File: src/rtl/dbgu_cmd_engine_if.sv
// Signal bundle between the debug command engine and its environment:
// UART rx byte stream, tx response handshake, memory request port and status.
interface dbgu_cmd_engine_if #(
    parameter int DW = 32,
    parameter int AW = 32
) ();
    logic [7:0]      rx_data;
    logic            rx_valid;
    logic [7:0]      tx_data;
    logic            tx_valid;
    logic            tx_ready;
    logic            mem_req;
    logic [DW/8-1:0] mem_we;
    logic [AW-1:0]   mem_adr;
    logic [DW-1:0]   mem_wdata;
    logic [DW-1:0]   mem_rdata;
    logic            mem_ack;
    logic            cpu_reset;
    logic            busy;
    logic            err_overrun;

    // Engine side: consumes rx bytes and memory responses, drives everything else.
    modport master (
        input  rx_data, rx_valid, tx_ready, mem_rdata, mem_ack,
        output tx_data, tx_valid, mem_req, mem_we, mem_adr, mem_wdata,
               cpu_reset, busy, err_overrun
    );

    // Environment side: UART, memory and CPU-control observer.
    modport slave (
        output rx_data, rx_valid, tx_ready, mem_rdata, mem_ack,
        input  tx_data, tx_valid, mem_req, mem_we, mem_adr, mem_wdata,
               cpu_reset, busy, err_overrun
    );
endinterface

File: src/rtl/dbgu_cmd_engine.sv
// dbgu_cmd_engine: byte-oriented debug command engine. Decodes commands from
// a UART byte stream, runs word bursts on a simple memory port and returns
// read data or status bytes on a valid/ready tx channel.
module dbgu_cmd_engine #(
    parameter int DW     = 32,
    parameter int AW     = 32,
    parameter int CW     = 8,
    parameter int TO_CYC = 100000
) (
    input logic               clk,
    input logic               reset,
    dbgu_cmd_engine_if.master bus
);
    localparam int NB   = DW / 8;
    localparam int NA   = AW / 8;
    localparam int CB   = (CW / 8 < 1) ? 1 : CW / 8;
    localparam int ARGB = (NA > CB) ? NA : CB;
    localparam int ARGW = 8 * ARGB;
    localparam int TW   = $clog2(TO_CYC + 1);

    localparam logic [7:0]    NB_LAST = 8'(NB - 1);
    localparam logic [7:0]    NA_LAST = 8'(NA - 1);
    localparam logic [7:0]    CB_LAST = 8'(CB - 1);
    localparam logic [TW-1:0] TO_LAST = TW'(TO_CYC - 1);

    localparam logic [7:0] CMD_SET_ADDR = 8'h01;
    localparam logic [7:0] CMD_SET_CNT  = 8'h02;
    localparam logic [7:0] CMD_CPU_RST  = 8'h03;
    localparam logic [7:0] CMD_WRITE    = 8'h04;
    localparam logic [7:0] CMD_READ     = 8'h05;
    localparam logic [7:0] CMD_PING     = 8'h06;

    typedef enum logic [2:0] {IDLE, ARG, WDATA, MEMW, MEMR, TXW, TX1} state_t;

    state_t          state;
    logic [7:0]      cmd;         // command whose arguments are being collected
    logic [7:0]      idx;         // byte index within the current argument or word
    logic [ARGW-1:0] arg_buf;     // little-endian argument bytes, newest at the top
    logic [DW-1:0]   wbuf;        // write word being assembled
    logic [DW-1:0]   rbuf;        // read word bytes still to be transmitted
    logic [AW-1:0]   addr;
    logic [CW-1:0]   count;
    logic [CW-1:0]   burst_left;  // words remaining after the current one
    logic [TW-1:0]   to_cnt;      // idle cycles since the last rx byte

    logic [7:0]      arg_last;
    logic [ARGW+7:0] arg_cat;
    logic [ARGW-1:0] arg_next;
    logic [DW+7:0]   w_cat;
    logic [DW-1:0]   wnext;
    logic            to_expire;

    // Next-value helpers: argument/word shift-in and timeout detection.
    always_comb begin
        // NOTE: every always_comb output gets a default first so no path can infer a latch.
        arg_last = 8'd0;
        case (cmd)
            CMD_SET_ADDR: arg_last = NA_LAST;
            CMD_SET_CNT:  arg_last = CB_LAST;
            default:      arg_last = 8'd0;
        endcase
        arg_cat   = {bus.rx_data, arg_buf} >> 8;
        arg_next  = arg_cat[ARGW-1:0];
        w_cat     = {bus.rx_data, wbuf} >> 8;
        wnext     = w_cat[DW-1:0];
        to_expire = !bus.rx_valid && (to_cnt == TO_LAST);
    end

    assign bus.busy = (state != IDLE);

    // Command FSM with registered memory, tx and status outputs.
    always_ff @(posedge clk) begin
        // NOTE: state registers use non-blocking assignments so every flop samples pre-edge values.
        if (reset) begin
            state           <= IDLE;
            cmd             <= '0;
            idx             <= '0;
            arg_buf         <= '0;
            wbuf            <= '0;
            rbuf            <= '0;
            addr            <= '0;
            count           <= '0;
            burst_left      <= '0;
            to_cnt          <= '0;
            bus.cpu_reset   <= 1'b0;
            bus.mem_req     <= 1'b0;
            bus.mem_we      <= '0;
            bus.mem_adr     <= '0;
            bus.mem_wdata   <= '0;
            bus.tx_valid    <= 1'b0;
            bus.tx_data     <= '0;
            bus.err_overrun <= 1'b0;
        end else begin
            case (state)
                IDLE: begin
                    if (bus.rx_valid) begin
                        cmd    <= bus.rx_data;
                        idx    <= '0;
                        to_cnt <= '0;
                        case (bus.rx_data)
                            CMD_SET_ADDR, CMD_SET_CNT, CMD_CPU_RST: state <= ARG;
                            CMD_WRITE: begin
                                burst_left <= count;
                                state      <= WDATA;
                            end
                            CMD_READ: begin
                                burst_left  <= count;
                                bus.mem_req <= 1'b1;
                                bus.mem_we  <= '0;
                                bus.mem_adr <= addr;
                                state       <= MEMR;
                            end
                            CMD_PING: begin
                                bus.tx_valid <= 1'b1;
                                bus.tx_data  <= 8'hA5;
                                state        <= TX1;
                            end
                            default: begin
                                bus.tx_valid <= 1'b1;
                                bus.tx_data  <= 8'hEE;
                                state        <= TX1;
                            end
                        endcase
                    end
                end
                ARG: begin
                    // A byte arriving on the expiry cycle wins over the timeout.
                    if (bus.rx_valid) begin
                        to_cnt  <= '0;
                        arg_buf <= arg_next;
                        idx     <= idx + 8'd1;
                        if (idx == arg_last) begin
                            case (cmd)
                                CMD_SET_ADDR: addr          <= AW'(arg_next >> (ARGW - AW));
                                CMD_SET_CNT:  count         <= CW'(arg_next >> (ARGW - 8 * CB));
                                default:      bus.cpu_reset <= bus.rx_data[0];
                            endcase
                            state <= IDLE;
                        end
                    end else if (to_expire) begin
                        state <= IDLE;
                    end else begin
                        to_cnt <= to_cnt + 1'b1;
                    end
                end
                WDATA: begin
                    if (bus.rx_valid) begin
                        to_cnt <= '0;
                        wbuf   <= wnext;
                        if (idx == NB_LAST) begin
                            idx           <= '0;
                            bus.mem_req   <= 1'b1;
                            bus.mem_we    <= '1;
                            bus.mem_adr   <= addr;
                            bus.mem_wdata <= wnext;
                            state         <= MEMW;
                        end else begin
                            idx <= idx + 8'd1;
                        end
                    end else if (to_expire) begin
                        state <= IDLE;
                    end else begin
                        to_cnt <= to_cnt + 1'b1;
                    end
                end
                MEMW: begin
                    if (bus.mem_ack) begin
                        bus.mem_req <= 1'b0;
                        bus.mem_we  <= '0;
                        addr        <= addr + AW'(NB);
                        if (burst_left == '0) begin
                            state <= IDLE;
                        end else begin
                            burst_left <= burst_left - 1'b1;
                            to_cnt     <= '0;
                            state      <= WDATA;
                        end
                    end
                end
                MEMR: begin
                    if (bus.mem_ack) begin
                        bus.mem_req  <= 1'b0;
                        addr         <= addr + AW'(NB);
                        rbuf         <= bus.mem_rdata >> 8;
                        bus.tx_data  <= bus.mem_rdata[7:0];
                        bus.tx_valid <= 1'b1;
                        idx          <= '0;
                        state        <= TXW;
                    end
                end
                TXW: begin
                    if (bus.tx_ready) begin
                        if (idx == NB_LAST) begin
                            bus.tx_valid <= 1'b0;
                            if (burst_left == '0) begin
                                state <= IDLE;
                            end else begin
                                burst_left  <= burst_left - 1'b1;
                                bus.mem_req <= 1'b1;
                                bus.mem_we  <= '0;
                                bus.mem_adr <= addr;
                                state       <= MEMR;
                            end
                        end else begin
                            idx         <= idx + 8'd1;
                            bus.tx_data <= rbuf[7:0];
                            rbuf        <= rbuf >> 8;
                        end
                    end
                end
                TX1: begin
                    if (bus.tx_ready) begin
                        bus.tx_valid <= 1'b0;
                        state        <= IDLE;
                    end
                end
                default: state <= IDLE;
            endcase

            // Bytes arriving while the engine is busy on memory or tx are lost.
            if (bus.rx_valid && (state inside {MEMW, MEMR, TXW, TX1})) begin
                bus.err_overrun <= 1'b1;
            end
        end
    end
endmodule

File: src/flat_wrapper.sv
// flat-port wrapper written by rule: the top's interface ports become plain ports
module dbgu_cmd_engine_flat 
#(
    parameter int DW     = 32,
    parameter int AW     = 32,
    parameter int CW     = 8,
    parameter int TO_CYC = 100000
)
  (clk, reset, bus_rx_data, bus_rx_valid, bus_tx_ready, bus_mem_rdata, bus_mem_ack, bus_tx_data, bus_tx_valid, bus_mem_req, bus_mem_we, bus_mem_adr, bus_mem_wdata, bus_cpu_reset, bus_busy, bus_err_overrun);
  dbgu_cmd_engine_if #(.DW(DW), .AW(AW)) bus_i ();
  input logic clk;
  input logic reset;
  input wire logic [$bits(bus_i.rx_data)-1:0] bus_rx_data;
  input wire logic [$bits(bus_i.rx_valid)-1:0] bus_rx_valid;
  input wire logic [$bits(bus_i.tx_ready)-1:0] bus_tx_ready;
  input wire logic [$bits(bus_i.mem_rdata)-1:0] bus_mem_rdata;
  input wire logic [$bits(bus_i.mem_ack)-1:0] bus_mem_ack;
  output wire logic [$bits(bus_i.tx_data)-1:0] bus_tx_data;
  output wire logic [$bits(bus_i.tx_valid)-1:0] bus_tx_valid;
  output wire logic [$bits(bus_i.mem_req)-1:0] bus_mem_req;
  output wire logic [$bits(bus_i.mem_we)-1:0] bus_mem_we;
  output wire logic [$bits(bus_i.mem_adr)-1:0] bus_mem_adr;
  output wire logic [$bits(bus_i.mem_wdata)-1:0] bus_mem_wdata;
  output wire logic [$bits(bus_i.cpu_reset)-1:0] bus_cpu_reset;
  output wire logic [$bits(bus_i.busy)-1:0] bus_busy;
  output wire logic [$bits(bus_i.err_overrun)-1:0] bus_err_overrun;
  assign bus_i.rx_data = bus_rx_data;
  assign bus_i.rx_valid = bus_rx_valid;
  assign bus_i.tx_ready = bus_tx_ready;
  assign bus_i.mem_rdata = bus_mem_rdata;
  assign bus_i.mem_ack = bus_mem_ack;
  assign bus_tx_data = bus_i.tx_data;
  assign bus_tx_valid = bus_i.tx_valid;
  assign bus_mem_req = bus_i.mem_req;
  assign bus_mem_we = bus_i.mem_we;
  assign bus_mem_adr = bus_i.mem_adr;
  assign bus_mem_wdata = bus_i.mem_wdata;
  assign bus_cpu_reset = bus_i.cpu_reset;
  assign bus_busy = bus_i.busy;
  assign bus_err_overrun = bus_i.err_overrun;
  dbgu_cmd_engine #(.DW(DW), .AW(AW), .CW(CW), .TO_CYC(TO_CYC)) u_core (.clk(clk), .reset(reset), .bus(bus_i));
endmodule
File: config.mk
export PLATFORM = sky130hd
export DESIGN_NAME = dbgu_cmd_engine_flat
export DESIGN_NICKNAME = d
export VERILOG_FILES = /design/src/rtl/dbgu_cmd_engine_if.sv /design/src/rtl/dbgu_cmd_engine.sv /design/src/flat_wrapper.sv
export SDC_FILE = /design/constraint.sdc
export NUM_CORES = 1
export LEC_CHECK = 0
export CAP_MARGIN = 20
export CORE_MARGIN = 4
export CORE_UTILIZATION = 40
export DETAILED_ROUTE_END_ITERATION = 10
export GPL_TIMING_DRIVEN = 0
export PLACE_DENSITY = 0.58
export SLEW_MARGIN = 30
export SYNTH_ARGS = -nofsm -noshare
export SYNTH_HDL_FRONTEND = slang
export SYNTH_SLANG_ARGS = --single-unit
File: constraint.sdc
create_clock -name clk -period 6.44 [get_ports clk]
set_input_delay 0.966 -clock clk [delete_from_list [all_inputs] [get_ports clk]]
set_output_delay 0.966 -clock clk [all_outputs]
set_load 0.05 [all_outputs]
==> impl_metrics.tcl <==
set metrics [dict create \
    vias_per_cell 5.530 \
    drtIter0Drc 918 \
    syn_inst 1300 \
    path_clk_slew_ns 0.06 \
    critPathLaunchType "input pin" \
    reg2reg_to "u_core.to_cnt[0]$_SDFFE_PP0P_" \
    ff2ff_path_depth 7 \
    whs_endpoint "u_core.bus.mem_wdata[3]$_SDFFE_PP0P_" \
    hold_viol_final 0 \
    grt_pass1_wl_um 51830 \
    clock-root-buffer "clkbuf_16" \
    fin_skew_ns 0.01145 \
    cp_max_fo 7 \
    stdcell_area_um2 13070 \
    synth.avg_cell_area_um2 8.112 \
    worst_slew_pin_slew_ns 0.9885 \
    die_h_um 170.4 \
    num-fill-cells 2579 \
    syn_to_final_growth_pct 23.94 \
    hp-class "reg2reg" \
    synth-async-reset-ratio_pct 0 \
    start_util_pct 40.58 \
    cts_buffer_depth 3 \
    gp_congestion 0.9105 \
    drive_gt1_share_pct 7.080 \
    h-tree-depth 1 \
    finalNonFillerCells 1804 \
    powerDensity_nw_per_um2 348.5 \
    place_area_um2 12180 \
    num_antenna_cells 0 \
    p_leak_nw 4.434 \
    grt_max_degree 14 \
    first_global_vias 9413 \
    synth_top_flop_cell "dfxtp_1" \
    ys_warn_count 0 \
    final_cell_mix "nand2_1 (246), dfxtp_1 (233), a21oi_1 (148)" \
    die_area_um2 29020 \
    synthDistinctLibCells 74 \
    dpl.hpwl_um 23640 \
    synth.yosys.seq_area_share_pct 44.23 \
    endpoint_kind "flip-flop" \
    cts_setup_buffers 0 \
    ys_ff_latch 233 \
    slew_violations 0 \
    period_needed_ns 3.443 \
    dieWidth_um 170.4 \
    drc_errors 0 \
    antenna_found_initial 0 \
    reg2reg_slack_ns 3.63 \
    ir_drop_mv 0.3142 \
    insertion_delay_ns 0.54 \
    overflow 0 \
    finalSetupTns_ns 0 \
    setup_violations 0 \
    syn_nets 1349 \
    worstPathRequired_ns 6.84 \
    rsz0062_at_grt "false" \
    hold_buffers 0 \
    grtUsageTotal_pct 22.09 \
    arrival_ns 3.84 \
    syn_area_um2 10550 \
    final_nets 1499 \
    io_buffers 121 \
    crit_type "in2reg" \
    io_pins 126 \
    min_from "u_core.wbuf[11]$_SDFFE_PP0P_" \
    cap_viol_max_count 0 \
    fp-row-count 59 \
    final_common_cell "nand2_1" \
    routed_wl_um 32940 \
    status "complete, no violations" \
    cts-buffers-inserted 27 \
    regToRegStartpoint "u_core.burst_left[0]$_SDFFE_PP0P_" \
    fp.coreArea_um2 25980 \
    cts_tree "yes" \
    num_vias 9977 \
    hold_depth 2 \
    synth_edf_count 0 \
    ant_nets 0 \
    drt_first_pass_iters 7 \
    whs_ns 0.4511 \
    finalCritPeriodShare_pct 53.47 \
    place_inst 1756 \
    wl_per_cell_um 18.26 \
    cts_sinks 233 \
    slew_headroom_pct 34.10 \
    cts_resized 0 \
    max_freq_ghz 0.2904 \
]
==> worst max-delay path, cell delays in order <==
cell	delay [ns]
clkdlybuf4s50_1	0.68
or4_4	0.68
or2_2	0.34
o41ai_1	0.68
o21ai_0	0.25
mux2i_1	0.19
nor2_1	0.05
==> cell type report <==
type | count | area [um2] | area share (%)
Buffer | 93 | 426.7 | 3.264
Multi-Input combinational cell | 960 | 5406 | 41.37
Sequential cell | 233 | 4664 | 35.69
Tap cell | 335 | 419.2 | 3.207
Timing Repair Buffer | 121 | 1211 | 9.267
Inverter | 14 | 52.55 | 0.4021
Clock buffer | 37 | 773.2 | 5.916
Clock inverter | 11 | 116.4 | 0.8903
==> registers in the layout, indices dropped and copies added, names as in the netlist, 17 cells and up <==
register	count
u_core.addr	32
u_core.arg_buf	24
u_core.bus.mem_adr	32
u_core.bus.mem_wdata	32
u_core.rbuf	24
u_core.to_cnt	17
u_core.wbuf	24
==> cells in the mapped netlist, types with 6 or more instances <==
cell / number / area [um2]
or2_2: 7 / 43.79
nand4_1: 17 / 106.4
nand2_1: 246 / 923.4
buf_2: 16 / 80.08
nand3b_1: 6 / 45.04
or3_1: 6 / 37.54
a21o_1: 10 / 75.07
mux2i_1: 72 / 720.7
nor3_1: 20 / 100.1
and3_1: 15 / 93.84
a31oi_1: 13 / 81.33
o21ai_0: 41 / 205.2
a22oi_1: 15 / 112.6
nor2_1: 144 / 540.5
xnor2_1: 7 / 61.31
dfxtp_1: 233 / 4664
a211oi_1: 22 / 165.2
inv_1: 13 / 48.80
nor4_1: 7 / 43.79
xor2_1: 11 / 96.34
a21oi_1: 148 / 740.7
o32ai_1: 7 / 61.31
nor3b_1: 7 / 52.55
clkbuf_1: 64 / 240.2
o21ai_1: 6 / 30.03
nor2b_1: 6 / 37.54
a211oi_2: 6 / 75.07
nand3_1: 38 / 190.2
==> metal layers <==
metal / global-route usage [%] / wire length (um) / up-vias / share of wire (%)
li1: - / - / 4868 / -
met1: 31.56 / 15330 / 4695 / 47
met2: 34.37 / 14410 / 347 / 44
met3: 3.879 / 2259 / 67 / 6.9
met4: 6.250 / 940 / 0 / 2.9
met5: 0 / 0 / - / 0
==> logic make-up after synthesis <==
logic type,Yosys count,synth area share (%)
muxes,72,6.834
AOI/OAI and AO/OA,314,18.79
adders and majority gates,4,0.4746
and+or+nand+nor,552,23.62
buffers and inverters,107,4.544
DFF,233,44.23
xor gates and xnor gates,18,1.495
==> metrics by stage <==
stage / util (%) / setup slack, ns / power, W
2_1_floorplan: - / 3.793 / 0.002636
3_3_place_gp: 46.86 / 2.490 / 0.003036
3_5_place_dp: 46.88 / 2.454 / 0.003047
4_1_cts: 50.30 / 3.008 / 0.004570
5_1_grt: 50.30 / 2.877 / 0.004769
6_report: 50.30 / 2.997 / 0.004555
==> worst max-delay path by stage <==
stage | depth (start not counted) | end | startpoint | slack (ns)
3_3_place_gp | 7 | u_core.bus.tx_data[1]$_SDFFE_PP0P_ | bus_rx_data[3] | 2.49
5_1_grt | 5 | bus_busy | u_core.state[1]$_SDFFE_PP0P_ | 2.88
2_1_floorplan | 7 | u_core.bus.mem_adr[10]$_SDFFE_PP0P_ | bus_rx_data[3] | 3.79
3_5_place_dp | 7 | u_core.bus.tx_data[1]$_SDFFE_PP0P_ | bus_rx_data[3] | 2.45
4_1_cts | 7 | u_core.bus.tx_data[1]$_SDFFE_PP0P_ | bus_rx_data[3] | 3.01
6_report | 7 | u_core.bus.tx_data[1]$_SDFFE_PP0P_ | bus_rx_data[3] | 3.00
==> where the power goes <==
group | switching (W) | total (W) | internal (W)
Combinational | 0.000906 | 0.00139 | 0.000482
Clock | 0.000606 | 0.00152 | 0.000917
Sequential | 0.0000908 | 0.00164 | 0.00155
Total | 0.00160 | 0.00456 | 0.00295
No activity file was read; power rests on OpenSTA's default activity.
